$ cat src/rtl/uart_tx_stim_if.sv
// Byte push channel into uart_tx_stim: producer drives in_data/in_valid, transmitter returns in_ready.
// A byte transfers on any clk edge where in_valid && in_ready.
interface uart_tx_stim_if;
    logic [7:0] in_data;
    logic       in_valid;
    logic       in_ready;

    modport master (output in_data, output in_valid, input in_ready);
    modport slave  (input in_data, input in_valid, output in_ready);
endinterface

$ cat src/rtl/uart_tx_stim.sv
// 8N1 UART transmitter behind a byte FIFO; defining UART_TX_STIM_PARITY_EN inserts an even parity bit (8E1).
// ser_tx falls 1 cycle after a push into an idle, empty block; in_ready drops only while the FIFO is full.
module uart_tx_stim #(
    parameter int BIT_CYCLES = 6,
    parameter int FIFO_DEPTH = 4
) (
    input  logic          clk,
    input  logic          resetn,
    uart_tx_stim_if.slave in_if,
    output logic          ser_tx,
    output logic          busy,
    output logic [7:0]    tx_count
);
    localparam int          AW       = $clog2(FIFO_DEPTH);
    localparam logic [7:0]  CYC_LAST = 8'(BIT_CYCLES - 1);
    localparam logic [AW:0] PTR_ONE  = (AW + 1)'(1);

`ifdef UART_TX_STIM_PARITY_EN
    typedef enum logic [2:0] {IDLE, START, DATA, PARITY, STOP} state_t;
`else
    typedef enum logic [1:0] {IDLE, START, DATA, STOP} state_t;
`endif

    state_t      state_q, state_d;
    logic [7:0]  cyc_q, cyc_d;
    logic [2:0]  bitn_q, bitn_d;
    logic [7:0]  shift_q, shift_d;
    logic        ser_tx_q, ser_tx_d;
    logic [7:0]  tx_count_q, tx_count_d;
    logic [AW:0] wr_ptr_q, wr_ptr_d;
    logic [AW:0] rd_ptr_q, rd_ptr_d;
    logic        full_q, full_d;
    logic [7:0]  mem_q [FIFO_DEPTH];
    logic        push, pop, empty;
    logic [7:0]  head;
`ifdef UART_TX_STIM_PARITY_EN
    logic        par_q, par_d;
`endif

    // in_ready depends only on the full flop, so a same-cycle pop never admits a push.
    assign empty          = (wr_ptr_q == rd_ptr_q);
    assign push           = in_if.in_valid && !full_q;
    assign in_if.in_ready = !full_q;
    assign head           = mem_q[rd_ptr_q[AW-1:0]];

    always_comb begin
        wr_ptr_d = wr_ptr_q;
        rd_ptr_d = rd_ptr_q;
        if (push) wr_ptr_d = wr_ptr_q + PTR_ONE;
        if (pop)  rd_ptr_d = rd_ptr_q + PTR_ONE;
        full_d = (wr_ptr_d[AW] != rd_ptr_d[AW]) && (wr_ptr_d[AW-1:0] == rd_ptr_d[AW-1:0]);
    end

    always_comb begin
        state_d    = state_q;
        cyc_d      = cyc_q;
        bitn_d     = bitn_q;
        shift_d    = shift_q;
        ser_tx_d   = ser_tx_q;
        tx_count_d = tx_count_q;
        pop        = 1'b0;
`ifdef UART_TX_STIM_PARITY_EN
        par_d      = par_q;
`endif
        case (state_q)
            IDLE: begin
                if (!empty) begin
                    pop      = 1'b1;
                    shift_d  = head;
                    state_d  = START;
                    ser_tx_d = 1'b0;
                    cyc_d    = 8'd0;
`ifdef UART_TX_STIM_PARITY_EN
                    par_d    = ^head;
`endif
                end
            end
            default: begin
                if (cyc_q != CYC_LAST) begin
                    cyc_d = cyc_q + 8'd1;
                end else begin
                    cyc_d = 8'd0;
                    case (state_q)
                        START: begin
                            state_d  = DATA;
                            bitn_d   = 3'd0;
                            ser_tx_d = shift_q[0];
                        end
                        DATA: begin
                            if (bitn_q == 3'd7) begin
`ifdef UART_TX_STIM_PARITY_EN
                                state_d  = PARITY;
                                ser_tx_d = par_q;
`else
                                state_d  = STOP;
                                ser_tx_d = 1'b1;
`endif
                            end else begin
                                bitn_d   = bitn_q + 3'd1;
                                shift_d  = {1'b0, shift_q[7:1]};
                                ser_tx_d = shift_q[1];
                            end
                        end
`ifdef UART_TX_STIM_PARITY_EN
                        PARITY: begin
                            state_d  = STOP;
                            ser_tx_d = 1'b1;
                        end
`endif
                        STOP: begin
                            // Chaining straight into START keeps queued frames back-to-back.
                            tx_count_d = tx_count_q + 8'd1;
                            if (!empty) begin
                                pop      = 1'b1;
                                shift_d  = head;
                                state_d  = START;
                                ser_tx_d = 1'b0;
`ifdef UART_TX_STIM_PARITY_EN
                                par_d    = ^head;
`endif
                            end else begin
                                state_d  = IDLE;
                            end
                        end
                        default: state_d = IDLE;
                    endcase
                end
            end
        endcase
    end

    always_ff @(posedge clk) begin
        if (!resetn) begin
            state_q    <= IDLE;
            cyc_q      <= 8'd0;
            bitn_q     <= 3'd0;
            shift_q    <= 8'd0;
            ser_tx_q   <= 1'b1;
            tx_count_q <= 8'd0;
            wr_ptr_q   <= '0;
            rd_ptr_q   <= '0;
            full_q     <= 1'b0;
`ifdef UART_TX_STIM_PARITY_EN
            par_q      <= 1'b0;
`endif
        end else begin
            state_q    <= state_d;
            cyc_q      <= cyc_d;
            bitn_q     <= bitn_d;
            shift_q    <= shift_d;
            ser_tx_q   <= ser_tx_d;
            tx_count_q <= tx_count_d;
            wr_ptr_q   <= wr_ptr_d;
            rd_ptr_q   <= rd_ptr_d;
            full_q     <= full_d;
`ifdef UART_TX_STIM_PARITY_EN
            par_q      <= par_d;
`endif
        end
    end

    always_ff @(posedge clk) begin
        if (push) mem_q[wr_ptr_q[AW-1:0]] <= in_if.in_data;
    end

    assign ser_tx   = ser_tx_q;
    assign busy     = (state_q != IDLE) || !empty;
    assign tx_count = tx_count_q;
endmodule

$ cat src/flat_wrapper.sv
// flat-port wrapper written by rule: the top's interface ports become plain ports
module uart_tx_stim_flat 
#(
    parameter int BIT_CYCLES = 6,
    parameter int FIFO_DEPTH = 4
)
  (clk, resetn, ser_tx, busy, tx_count, in_if_in_data, in_if_in_valid, in_if_in_ready);
  uart_tx_stim_if in_if_i ();
  input  logic clk;
  input  logic resetn;
  output logic ser_tx;
  output logic busy;
  output logic [7:0] tx_count;
  input wire logic [$bits(in_if_i.in_data)-1:0] in_if_in_data;
  input wire logic [$bits(in_if_i.in_valid)-1:0] in_if_in_valid;
  output wire logic [$bits(in_if_i.in_ready)-1:0] in_if_in_ready;
  assign in_if_i.in_data = in_if_in_data;
  assign in_if_i.in_valid = in_if_in_valid;
  assign in_if_in_ready = in_if_i.in_ready;
  uart_tx_stim #(.BIT_CYCLES(BIT_CYCLES), .FIFO_DEPTH(FIFO_DEPTH)) u_core (.clk(clk), .resetn(resetn), .in_if(in_if_i), .ser_tx(ser_tx), .busy(busy), .tx_count(tx_count));
endmodule
$ cat config.mk
export PLATFORM = sky130hd
export DESIGN_NAME = uart_tx_stim_flat
export DESIGN_NICKNAME = d
export VERILOG_FILES = /design/src/rtl/uart_tx_stim_if.sv /design/src/rtl/uart_tx_stim.sv /design/src/flat_wrapper.sv
export SDC_FILE = /design/constraint.sdc
export NUM_CORES = 1
export LEC_CHECK = 0
export ABC_AREA = 1
export CAP_MARGIN = 20
export CORE_MARGIN = 2
export CORE_UTILIZATION = 55
export DETAILED_ROUTE_END_ITERATION = 6
export GPL_ROUTABILITY_DRIVEN = 0
export GPL_TIMING_DRIVEN = 0
export PLACE_DENSITY = 0.83
export SETUP_SLACK_MARGIN = 0.15
export SKIP_LAST_GASP = 1
export SYNTH_ARGS = -nofsm -noshare
export SYNTH_HDL_FRONTEND = slang
export SYNTH_SLANG_ARGS = --single-unit
export TNS_END_PERCENT = 100
$ cat constraint.sdc
create_clock -name clk -period 2.27 [get_ports clk]
set_input_delay 0.5675 -clock clk [delete_from_list [all_inputs] [get_ports clk]]
set_output_delay 0.5675 -clock clk [all_outputs]
set_load 0.02 [all_outputs]
==> impl_metrics.yaml, run 1 <==
outcome:
  status: "complete, no violations"
critical_path:
  critPathRequiredTime_ps: 1700
  critPathCaptureType: "primary output"
  setup.worst_path.start_class: "flip-flop"
  path_max_fanout: 8
  path_class: "flip-flop to primary output"
  critical_path_arrival_ps: 1510
synthesis:
  synth_area_mm2: 0.00329
  yosysMostFrequentCell: "nand2_1"
  yosys.area_share.simple: 0.201
  synth_compound_area_frac: 0.140
  synth-edff-count: 32
  syn_inst: 367
  synthXorXnorAreaFrac: 0.0232
  seq_area_frac_synth: 0.518
  yosysWarnings: 0
  synth_area_leaders: "edfxtp_1 29%, dfxtp_1 23%, nand2_1 10%, a21oi_1 5.6%, ha_1 5.3%"
  synth_top_area_frac: 0.292
  synthAdderAreaFrac: 0.0533
  syn_nets: 392
  synthMuxAreaShare: 0
  ys_ff_latch: 69
  synth_top_family_by_area: "simple AND/OR/NAND/NOR gates"
  synth_ff_type: "dfxtp_1"
  syn_avg_cell_area_um2: 8.96
  synth_top_cell_by_area: "edfxtp_1"
  synthArstFlopShare: 0
  synth_cell_types: 39
  synth_common_cells: "91 x nand2_1, 37 x a21oi_1, 37 x dfxtp_1, 36 x inv_1"
detailed_routing:
  ant_nets: 0
  route.detailed.drc: 0
  routed_wirelength_um: 7040
  post_drt_via_cell_ratio: 5.46
  vias: 2635
  drtPass1Iterations: 4
  drt_iter0_drc: 185
  route.detailed.wl_per_inst_um: 14.6
clocking:
  clockBufferDepth: 2
  htreeDepth: 3
  cts_num_sinks: 69
  clock_latency_ps: 350
  clock-root-buffer: "clkbuf_8"
  clk_pin_slew_ps: 70
  cts_buffers: 9
  cts_tree: "done"
  cts_hold_buf: 0
cells_and_area:
  seqCellArea_mm2: 0.00171
  n_antenna_cell: 0
  fillers: 423
  layout-drive-gt1-share: 0.130
  fin_nets: 428
  multi_input_comb_area_mm2: 0.00140
  area_growth_syn_to_layout_pct: 18.7
floorplanning:
  io_pins: 22
  core_mm2: 0.00585
  start_util: 0.562
  die_y_um: 81.3
  core.rowCount: 28
  fp.dieW_um: 81.3
  dieArea_mm2: 0.00661
global_route:
  grt_first_pass_wirelength_um: 11400
  grt_max_degree: 13
  grt_overflow_total: 0
  grt_pass1_vias: 2584
  grt.total_usage: 0.229
  antenna_found_initial: 0
place:
  portBuffers: 21
  dpl.hpwl_um: 4700
power:
  p_per_area_mw_per_mm2: 1200
  fin_total_pwr_mw: 4.69
  power.leakage_nw: 1.53
  peakVddDrop_mv: 0.598
sta:
  finalCriticalPeriod_ps: 2080
  rsz0062_at_grt: "yes"
  post-route-period-util: 0.916
  hold-worst-slack_ps: 473
  hold_viol: 0
  max_freq_ghz: 0.481
  final-max-slew-violation-count: 0
  slew_headroom: 0.459
  skew_ps: 9.41
  setup_viol: 0
  tightest_slew_ps: 809
run:
  maxCapViolations: 0
worst_hold_path:
  hp-class: "flip-flop to flip-flop"
==> state kept, by name, indices dropped and copies added (netlist names) <==
name             flops
u_core.mem_q        32
u_core.cyc_q         8
u_core.shift_q       8
u_core.tx_count      8
u_core.bitn_q        3
u_core.rd_ptr_q      3
u_core.wr_ptr_q      3
u_core.state_q       2
u_core.full_q        1
u_core.ser_tx        1
==> layer usage <==
layer	up-vias	track usage	share of wire
met5	-	0	0
met4	0	0.112	0.023
met3	16	0.0511	0.042
met2	62	0.392	0.51
met1	1260	0.269	0.42
li1	1297	-	-
==> timing repair <==
item,4_1_cts,5_1_grt
gates resized for setup,12,8
setup endpoints to repair,1,2
pin swaps,2,2
buffers inserted,4,0
==> layout make-up <==
class / count / share of cell area
multi-input combinational: 249 / 0.358
clock buffer: 10 / 0.0327
inverter: 41 / 0.0455
buffer: 8 / 0.0135
tap: 75 / 0.0240
timing repair buffer: 25 / 0.0609
clock inverter: 6 / 0.0285
sequential: 69 / 0.437
==> metrics by stage <==
step | util | setup TNS [ps] | instance area, um2 | instances | worst slack, ps
2_1_floorplan | - | 0 | 3290 | 367 | 490
3_3_place_gp | 0.614 | -228 | 3590 | 463 | -228
3_5_place_dp | 0.614 | -296 | 3590 | 463 | -296
4_1_cts | 0.665 | 0 | 3890 | 483 | 165
5_1_grt | 0.667 | 0 | 3900 | 483 | 138
6_report | 0.667 | 0 | 3900 | 483 | 191
==> report_power, final <==
group	switching [mW]	internal [mW]
logic	1.17	0.756
clock network	0.469	0.730
registers	0.0988	1.47
total	1.74	2.96
==> cell families (layout without fill, tap and decap cells) <==
| group | count (synthesis) | count (layout) |
|---|---|---|
| buffers and inverters | 49 | 90 |
| XOR/XNOR | 7 | 7 |
| AO/OA/AOI/OAI | 77 | 77 |
| flip-flops | 69 | 69 |
| AND/OR/NAND/NOR | 151 | 151 |
| adder cells (fa/ha/maj) | 14 | 14 |
==> worst max-delay path, cell delays in order, from the launching register on <==
cell,delay (ps)
dfxtp_4,360
inv_1,80
ha_2,180
bufinv_8,200
nor2_4,140
inv_2,50
buf_4,150
==> final timing paths <==
| kind | from | end | slack [ps] | cells after the start |
|---|---|---|---|---|
| max | u_core.state_q[0]$_SDFFE_PN0P_ | busy | 190 | 6 |
| min | u_core.bitn_q[1]$_SDFFE_PN0P_ | u_core.bitn_q[1]$_SDFFE_PN0P_ | 470 | 2 |
| max reg2reg | u_core.state_q[0]$_SDFFE_PN0P_ | u_core.full_q$_SDFF_PN0_ | 290 | 10 |
| min reg2reg | u_core.bitn_q[1]$_SDFFE_PN0P_ | u_core.bitn_q[1]$_SDFFE_PN0P_ | 470 | 2 |
==> layout by cell type, fill, tap and decap left out, drive strengths merged, types with 9 or more instances in the layout <==
cell type / count
clkdlybuf4s50: 20
nand2: 92
nand3: 12
clkbuf: 14
dfxtp: 37
edfxtp: 32
a21oi: 38
o21ai: 25
nor2: 34
buf: 9
ha: 14
inv: 40
No activity file was read; power rests on OpenSTA's default activity.
==> run 2, diff against run 1 <==
Settings changed: HOLD_SLACK_MARGIN from default to 0.1.
==> results of run 2 <==
Final layout, timing and power as in run 1 (identical DEF).
==> run 3, diff against run 2 <==
Settings changed: CORE_ASPECT_RATIO from default to 1.1.
==> impl_metrics.yaml, run 3 (synthesis gave the netlist of run 1 again) <==
cells_and_area:
  fin_cells: 485
  area_growth_syn_to_layout_pct: 18.0
  largest_reg_flops: 32
  final_core_util: 0.672
  layout-drive-gt1-share: 0.137
  final_cell_mix: "90 x nand2_1, 37 x a21oi_1, 35 x dfxtp_1"
  fin_nets: 428
  layout_commonest_cell: "nand2_1"
  n_antenna_cell: 0
detailed_routing:
  post_drt_via_cell_ratio: 5.40
  route.detailed.wl_per_inst_um: 13.8
  drtPass1Iterations: 5
  drt_iter0_drc: 195
  vias: 2620
  routed_wirelength_um: 6690
  route.detailed.drc: 0
  ant_nets: 0
worst_hold_path:
  hp-class: "flip-flop to flip-flop"
floorplanning:
  dieArea_mm2: 0.00661
  io_pins: 22
  start_util: 0.570
  die_y_um: 85.1
  core_mm2: 0.00577
  fp.dieW_um: 77.7
  core.rowCount: 29
clocking:
  cts_tree: "done"
  cts_buffers: 9
  clk_pin_slew_ps: 70
  clockBufferDepth: 2
  htreeDepth: 3
  cts_num_sinks: 69
  cts_hold_buf: 0
  clock-root-buffer: "clkbuf_8"
  clock_latency_ps: 340
critical_path:
  critPathTopFamily: "buffers and inverters"
  crit_path_end: "busy"
  critPathRequiredTime_ps: 1700
  worst-path-buf-inv: 4
  path_max_fanout: 8
  critical_path_arrival_ps: 1500
  critPathCaptureType: "primary output"
  rrSetupSlack_ps: 430
  worstReg2RegEnd: "u_core.shift_q[7]$_SDFFE_PN0P_"
  reg2reg_depth: 9
  setup.worst_path.start_class: "flip-flop"
  cp.depth: 6
  critPathLaunch: "u_core.state_q[0]$_SDFFE_PN0P_"
  rr_startpoint: "u_core.cyc_q[0]$_SDFFE_PN0P_"
  cp_slowest_stage_delay_ps: 350
  crit_chain: "inv_2 > ha_2 > bufinv_8 > nor2_4 > inv_1 > buf_2"
  path_class: "flip-flop to primary output"
  critPathSlowestCell: "dfxtp_2"
power:
  fin_total_pwr_mw: 4.56
  power.leakage_nw: 1.52
  p_per_area_mw_per_mm2: 1170
  peakVddDrop_mv: 0.540
sta:
  slew_headroom: 0.492
  finalCriticalPeriod_ps: 2070
  post-route-period-util: 0.911
  setup_viol: 0
  rsz0062_at_grt: "no"
  tightest_slew_ps: 760
  final-max-slew-violation-count: 0
  hold_viol: 0
  hold-worst-slack_ps: 476
  skew_ps: 8.30
  max_freq_ghz: 0.484
global_route:
  antenna_found_initial: 0
  grt_overflow_total: 0
  grt_max_degree: 13
  grt_pass1_vias: 2648
  grt_first_pass_wirelength_um: 11500
  grt.total_usage: 0.219
run:
  maxCapViolations: 0
place:
  portBuffers: 21
  numPlacedInstances: 465
  dpl.hpwl_um: 4580
outcome:
  status: "complete, no violations"
## run 3: how the worst min path moves through the flow
| stage | start | to | slack, ps | cells after the start |
|---|---|---|---|---|
| after CTS | u_core.bitn_q[0]$_SDFFE_PN0P_ | u_core.bitn_q[0]$_SDFFE_PN0P_ | 470 | 1 |
| after global routing | u_core.bitn_q[1]$_SDFFE_PN0P_ | u_core.bitn_q[1]$_SDFFE_PN0P_ | 500 | 2 |
| after global placement | u_core.bitn_q[2]$_SDFFE_PN0P_ | u_core.bitn_q[2]$_SDFFE_PN0P_ | 450 | 2 |
| after detailed placement | u_core.bitn_q[0]$_SDFFE_PN0P_ | u_core.bitn_q[0]$_SDFFE_PN0P_ | 460 | 1 |
| after floorplan | u_core.bitn_q[0]$_SDFFE_PN0P_ | u_core.bitn_q[0]$_SDFFE_PN0P_ | 440 | 1 |
| final | u_core.bitn_q[1]$_SDFFE_PN0P_ | u_core.bitn_q[1]$_SDFFE_PN0P_ | 480 | 2 |
## run 3: layer usage
metal  track usage  share of wire  wire [um]  vias up
li1              -              -          -     1298
met1         0.268           0.43       2870     1237
met2         0.371           0.50       3360       71
met3        0.0372          0.044        297       14
met4         0.117          0.023        153        0
met5             0              0          0        -
## run 3: area by class of cell
class,count,area (um2)
Buffer,8,52.6
Inverter,41,178
Multi-Input combinational cell,249,1400
Tap cell,77,96.3
Sequential cell,69,1700
Clock buffer,9,124
Timing Repair Buffer,25,235
Fill cell,422,1890
Clock inverter,7,90.1
## run 3: report_power, final
group          leakage [nW]  switching [mW]  internal (mW)  total (mW)
clock                 0.105           0.453          0.612        1.06
combinational         0.820            1.16          0.758        1.92
sequential            0.596           0.105           1.47        1.57
## run 3: timing repair
| action | 4_1_cts | 5_1_grt |
|---|---|---|
| setup buffers | 2 | 2 |
| endpoints found under the setup margin | 1 | 2 |
| pin swaps | 1 | 1 |
| endpoints found under the hold margin | 0 | 0 |
| gates resized for setup | 12 | 8 |
## run 3: metrics by stage
step	setup TNS (ps)	area, um2	setup slack, ps
after floorplan	0	3290	490
after global placement	-231	3590	-231
after detailed placement	-233	3590	-233
after CTS	0	3850	151
after global routing	0	3880	144
final	0	3880	202
## run 3: worst register-to-register path: stages, from the launching register on
cell	delay, ps
dfxtp_1	390
ha_1	200
nand3_2	110
o21ai_4	290
inv_4	100
nor2_4	120
nand2_4	110
a21oi_4	240
o21a_1	160
nor2_1	40
